File: src/rtl/prog_loader.sv
// Streaming program loader: receives a length-prefixed, XOR-checksummed byte stream,
// assembles little-endian 32-bit words, writes them to instruction memory and then releases the CPU from reset.
module prog_loader (
  input  logic        Clock,
  input  logic        Reset,
  input  logic        Start,
  input  logic [7:0]  ByteIn,
  input  logic        ByteValid,
  output logic        ByteReady,
  output logic        MemWE,
  output logic [31:0] MemAddr,
  output logic [31:0] MemWData,
  output logic        CPUReset,
  output logic        Done,
  output logic        Error,
  output logic [7:0]  WordsLoaded
);

  typedef enum logic [2:0] {
    S_IDLE,
    S_HDR,
    S_DATA,
    S_WRITE,
    S_CHK,
    S_DONE,
    S_ERR
  } state_e;

  state_e      state_q, state_d;
  logic [7:0]  n_q, n_d;
  logic [7:0]  word_idx_q, word_idx_d;
  logic [1:0]  byte_idx_q, byte_idx_d;
  logic [7:0]  acc_q, acc_d;
  logic [23:0] word_buf_q, word_buf_d;
  logic [31:0] mem_addr_q, mem_addr_d;
  logic [31:0] mem_wdata_q, mem_wdata_d;
  logic [7:0]  words_loaded_q, words_loaded_d;

  logic accept;
  logic load_start;

  // Status outputs are pure decodes of the state, so they switch in the same cycle as the state.
  always_comb begin
    ByteReady = 1'b0;
    MemWE     = 1'b0;
    CPUReset  = 1'b1;
    Done      = 1'b0;
    Error     = 1'b0;
    case (state_q)
      S_HDR, S_DATA, S_CHK: ByteReady = 1'b1;
      S_WRITE:              MemWE     = 1'b1;
      S_DONE: begin
        CPUReset = 1'b0;
        Done     = 1'b1;
      end
      S_ERR:                Error     = 1'b1;
      default: ;
    endcase
  end

  assign accept      = ByteValid & ByteReady;
  assign MemAddr     = mem_addr_q;
  assign MemWData    = mem_wdata_q;
  assign WordsLoaded = words_loaded_q;

  // Start is honoured only while waiting: in IDLE or after a finished load.
  assign load_start = Start & ((state_q == S_IDLE) | (state_q == S_DONE) | (state_q == S_ERR));

  always_comb begin
    // NOTE: every _d starts as its _q so no path through the case leaves a value unassigned (no latches).
    state_d        = state_q;
    n_d            = n_q;
    word_idx_d     = word_idx_q;
    byte_idx_d     = byte_idx_q;
    acc_d          = acc_q;
    word_buf_d     = word_buf_q;
    mem_addr_d     = mem_addr_q;
    mem_wdata_d    = mem_wdata_q;
    words_loaded_d = words_loaded_q;

    if (load_start) begin
      state_d        = S_HDR;
      word_idx_d     = 8'd0;
      byte_idx_d     = 2'd0;
      acc_d          = 8'd0;
      word_buf_d     = 24'd0;
      words_loaded_d = 8'd0;
    end else begin
      case (state_q)
        S_HDR: begin
          if (accept) begin
            if (ByteIn == 8'd0) begin
              state_d = S_ERR;
            end else begin
              n_d     = ByteIn;
              state_d = S_DATA;
            end
          end
        end

        S_DATA: begin
          if (accept) begin
            acc_d      = acc_q ^ ByteIn;
            byte_idx_d = byte_idx_q + 2'd1;
            case (byte_idx_q)
              2'd0: word_buf_d[7:0]   = ByteIn;
              2'd1: word_buf_d[15:8]  = ByteIn;
              2'd2: word_buf_d[23:16] = ByteIn;
              2'd3: begin
                // The full word is published only on completion, so a partial word never reaches MemWData.
                mem_wdata_d = {ByteIn, word_buf_q};
                mem_addr_d  = {22'd0, word_idx_q, 2'b00};
                state_d     = S_WRITE;
              end
              default: ;
            endcase
          end
        end

        S_WRITE: begin
          word_idx_d     = word_idx_q + 8'd1;
          words_loaded_d = words_loaded_q + 8'd1;
          if ((word_idx_q + 8'd1) == n_q) state_d = S_CHK;
          else                            state_d = S_DATA;
        end

        S_CHK: begin
          if (accept) begin
            if (ByteIn == acc_q) state_d = S_DONE;
            else                 state_d = S_ERR;
          end
        end

        default: ;
      endcase
    end
  end

  always_ff @(posedge Clock) begin
    if (Reset) begin
      state_q        <= S_IDLE;
      n_q            <= 8'd0;
      word_idx_q     <= 8'd0;
      byte_idx_q     <= 2'd0;
      acc_q          <= 8'd0;
      word_buf_q     <= 24'd0;
      mem_addr_q     <= 32'd0;
      mem_wdata_q    <= 32'd0;
      words_loaded_q <= 8'd0;
    end else begin
      // NOTE: non-blocking assignments so every register samples the pre-edge values of the others.
      state_q        <= state_d;
      n_q            <= n_d;
      word_idx_q     <= word_idx_d;
      byte_idx_q     <= byte_idx_d;
      acc_q          <= acc_d;
      word_buf_q     <= word_buf_d;
      mem_addr_q     <= mem_addr_d;
      mem_wdata_q    <= mem_wdata_d;
      words_loaded_q <= words_loaded_d;
    end
  end

endmodule

File: config.mk
export PLATFORM = sky130hd
export DESIGN_NAME = prog_loader
export DESIGN_NICKNAME = d
export VERILOG_FILES = /design/src/rtl/prog_loader.sv
export SDC_FILE = /design/constraint.sdc
export NUM_CORES = 1
export LEC_CHECK = 0
export CORE_MARGIN = 2
export CORE_UTILIZATION = 38
export CTS_CLUSTER_DIAMETER = 40
export DETAILED_ROUTE_END_ITERATION = 10
export GPL_TIMING_DRIVEN = 0
export PLACE_DENSITY = 0.59
export SYNTH_ARGS = -nofsm -noshare
export SYNTH_HDL_FRONTEND = slang
export SYNTH_SLANG_ARGS = --single-unit
export TNS_END_PERCENT = 100
File: constraint.sdc
create_clock -name Clock -period 4.3 [get_ports Clock]
set_clock_uncertainty 0.1 [all_clocks]
set_input_delay 1.29 -clock Clock [delete_from_list [all_inputs] [get_ports Clock]]
set_output_delay 1.29 -clock Clock [all_outputs]
set_load 0.02 [all_outputs]
==> impl_metrics.sql <==
INSERT INTO impl_metrics (metric_group, metric, value, unit) VALUES
('sta', 'worst_slew_margin_relative_to_its_limit', '58.0', '%'),
('global_route', 'grt_first_pass_wirelength', '17400', 'um'),
('floorplanning', 'die_area', '0.0126', 'mm^2'),
('logic_synthesis', 'syn_avg_cell_area', '8.01', 'um^2'),
('global_route', 'first_global_vias', '3491', ''),
('final_layout', 'n_antenna_cell', '0', ''),
('clock_tree', 'cts-root-buf', 'clkbuf_16', ''),
('power', 'share_comb_of_total_power', '10.2', '%'),
('power', 'post-layout-total-power', '2070', 'uW'),
('critical_path', 'timing.critical_path.fanout_max', '10', ''),
('sta', 'maxSlewViolCount', '0', ''),
('drt', 'route.final.wire_length', '10800', 'um'),
('power', 'share_seq_of_total_power', '46.4', '%'),
('drt', 'detail_route.drc_violations', '0', ''),
('power', 'pwr_density_cell', '370', 'mW/mm^2'),
('drt', 'viasPerCell', '4.71', ''),
('logic_synthesis', 'synth_sequential_area_ratio', '45.6', '%'),
('drt', 'first_pass_iters', '4', ''),
('sta', 'min_period', '3.48', 'ns'),
('drt', 'num_vias', '3727', ''),
('sta', 'totalNegativeSetupSlack', '0', 'ns'),
('drt', 'drt-wirelength-per-cell', '13.6', 'um'),
('floorplanning', 'die_x', '112', 'um'),
('global_route', 'remaining_overflow_grt', '0', ''),
('global_route', 'grt_antenna_before_repair', '0', ''),
('power', 'total_leakage_power', '0.00202', 'uW'),
('drt', 'postRouteAntennaNets', '0', ''),
('final_layout', 'areaGrowthSynthToFinish', '25.9', '%'),
('critical_path', 'timing.critical_path.required', '2.91', 'ns'),
('clock_tree', 'tritoncts.num_buffers', '9', ''),
('floorplanning', 'pin_count', '89', ''),
('final_layout', 'final_cell_mix', 'nand2_1 (132), dfxtp_1 (101), a21oi_1 (76), clkdlybuf4s50_1 (55), nor2_1 (35)', ''),
('clock_tree', 'quantity_of_hold_fixing_buffers_added_after_cts', '0', ''),
('sta', 'layout_worst_path_cycle_share', '80.8', '%'),
('logic_synthesis', 'postSynthCellCount', '554', ''),
('clock_tree', 'cts_sinks', '101', ''),
('sta', 'rsz_0062_raised_after_global_routing', 'false', ''),
('clock_tree', 'cts.htree.levels', '3', ''),
('final_layout', 'layout.cells.most_common', 'nand2_1', ''),
('critical_path', 'setup.worst_path.class', 'reg -> out', ''),
('flow_run', 'cap_violations', '0', ''),
('logic_synthesis', 'ys_ff_latch', '101', ''),
('floorplanning', 'design.core.area', '0.0114', 'mm^2'),
('hold_path', 'hp-class', 'reg -> reg', ''),
('clock_tree', 'post_cts_resized', '0', ''),
('sta', 'finalHoldViolCount', '0', ''),
('final_layout', 'num-nets-final', '661', ''),
('drt', 'drt_iter0_markers', '162', ''),
('sta', 'tightest_pin_transition', '0.631', 'ns'),
('sta', 'maxClockFrequency', '288', 'MHz'),
('floorplanning', 'placementRows', '39', ''),
('final_layout', 'sequential_cell_area', '0.00202', 'mm^2'),
('power', 'clock_power_share', '43.4', '%'),
('run_status', 'status', 'completed', ''),
('power', 'max-vdd-ir-drop', '207', 'uV'),
('floorplanning', 'die_y', '112', 'um'),
('logic_synthesis', 'synth_area', '0.00444', 'mm^2'),
('place', 'gp_congestion', '0.783', ''),
('final_layout', 'fraction_of_layout_instances_using_a_drive_strength_above_1', '9.41', '%'),
('critical_path', 'setup.reg_to_reg.worst_slack', '2.24', 'ns'),
('clock_tree', 'post-cts-setup-buffer-count', '0', ''),
('critical_path', 'cp_data_arrival_time', '2.09', 'ns'),
('power', 'power_switching_share', '24.7', '%'),
('clock_tree', 'cts_buffer_depth', '2', ''),
('logic_synthesis', 'synth_cell_type_count', '40', ''),
('final_layout', 'final.fill_count', '1135', ''),
('floorplanning', 'initial_utilization', '38.9', '%'),
('critical_path', 'timing.critical_path.to_type', 'primary output', ''),
('clock_tree', 'tritoncts', 'done', ''),
('clock_tree', 'clk_pin_slew_worst_paths', '0.07', 'ns'),
('clock_tree', 'skew_pair_late_insertion_delay', '0.35', 'ns'),
('place', 'dp_hpwl', '7660', 'um'),
('global_route', 'groute.usage.overall', '17.2', '%'),
('power', 'internal_power', '1560', 'uW'),
('sta', 'setup_viol', '0', ''),
('place', 'portbufs', '55', ''),
('critical_path', 'setup.worst_path.start_class', 'register', ''),
('global_route', 'grt_start_max_net_pins', '18', ''),
('logic_synthesis', 'yosys_warnings', '0', ''),
('power', 'p_switching', '511', 'uW'),
('final_layout', 'multiInputGateArea', '0.00209', 'mm^2');
-- worst max-delay path, cell delays in order (launching register included) --
cell and delay [ns]:
dfxtp_1 0.31, buf_6 0.13, nand2b_4 0.14, or2_1 0.22, buf_6 0.14, clkinv_2 0.06, buf_6 0.14, clkdlybuf4s50_1 0.61
-- per-layer routing --
metal	wire, um	up-vias	global-route usage (%)
met5	0	-	0
met4	141	0	5.85
met3	519	10	3.08
met2	4780	90	27.1
met1	5320	1696	24.0
li1	-	1931	-
-- worst paths after layout --
| kind | start | to | cells after the start |
|---|---|---|---|
| worst max-delay path | state_q[2] | MemWE | 7 |
| worst min-delay path | MemAddr[9] | MemAddr[9] | 2 |
| worst max register to register | state_q[0] | word_buf_q[12] | 7 |
| worst min register to register | MemAddr[9] | MemAddr[9] | 2 |
-- cell usage after synthesis (all sizes together) --
cell type	count	area share, %
a21o	1	0.17
a21oi	76	8.6
a221oi	1	0.20
a22o	2	0.39
a31oi	1	0.14
and2	2	0.28
and3	2	0.39
and4	1	0.20
and4b	2	0.45
buf	39	6.2
clkbuf	30	2.5
clkinv	1	0.11
conb	1	0.084
dfxtp	101	46
ha	6	1.7
inv	5	0.42
mux2i	8	1.8
nand2	132	11
nand2b	3	0.59
nand3	31	3.5
nand3b	2	0.34
nand4	5	0.70
nor2	35	3.0
nor2b	1	0.14
nor3	5	0.56
nor4	4	0.70
o21ai	9	1.0
o21ba	1	0.23
o22ai	1	0.14
or2	2	0.28
or2b	1	0.17
or3	3	0.42
xnor2	11	2.2
xor2	29	5.7
-- stage by stage --
stage | worst slack, ns | instance area, um^2 | instances | hold slack (ns) | util [%]
floorplan | 1.77 | 4520 | 577 | 0.332 | -
global placement | 1.03 | 5250 | 775 | 0.343 | 46.0
detailed placement | 0.996 | 5250 | 775 | 0.349 | 46.0
CTS | 0.811 | 5590 | 791 | 0.361 | 48.9
global route | 0.740 | 5590 | 791 | 0.371 | 48.9
finish | 0.823 | 5590 | 791 | 0.355 | 48.9
-- registers in the layout (all words and copies together) (netlist names) --
register and flops:
word_idx_q 8, state_q 3, MemAddr 8, n_q 8, byte_idx_q 2, acc_q 8
word_buf_q 24, MemWData 32, WordsLoaded 8
-- cells by family (layout without fill, tap and decap cells) --
group	Yosys count	in the layout	synth area share, %
mux	8	8	1.80
xor+xnor	40	40	7.89
buf+inv	75	146	9.25
simple gates	231	231	22.9
flops	101	101	45.6
other cells	1	24	0.0845
fa+ha+maj	6	6	1.69
compound gates	92	92	10.9
-- power groups by stage --
stage	combinational (uW)	sequential [uW]	clock, uW
after floorplan	160	978	0
after global placement	207	980	0
after detailed placement	210	980	0
after CTS	211	958	914
after global routing	231	960	953
final	211	958	898
-- cell type report --
type / instances / share of cell area, %
multi-input combinational: 401 / 37.4
sequential: 101 / 36.2
timing repair buffer: 55 / 9.85
buffer: 69 / 6.92
clock buffer: 10 / 4.28
tap: 143 / 3.20
clock inverter: 6 / 1.68
inverter: 6 / 0.426
(Power assumes the default switching activity.)
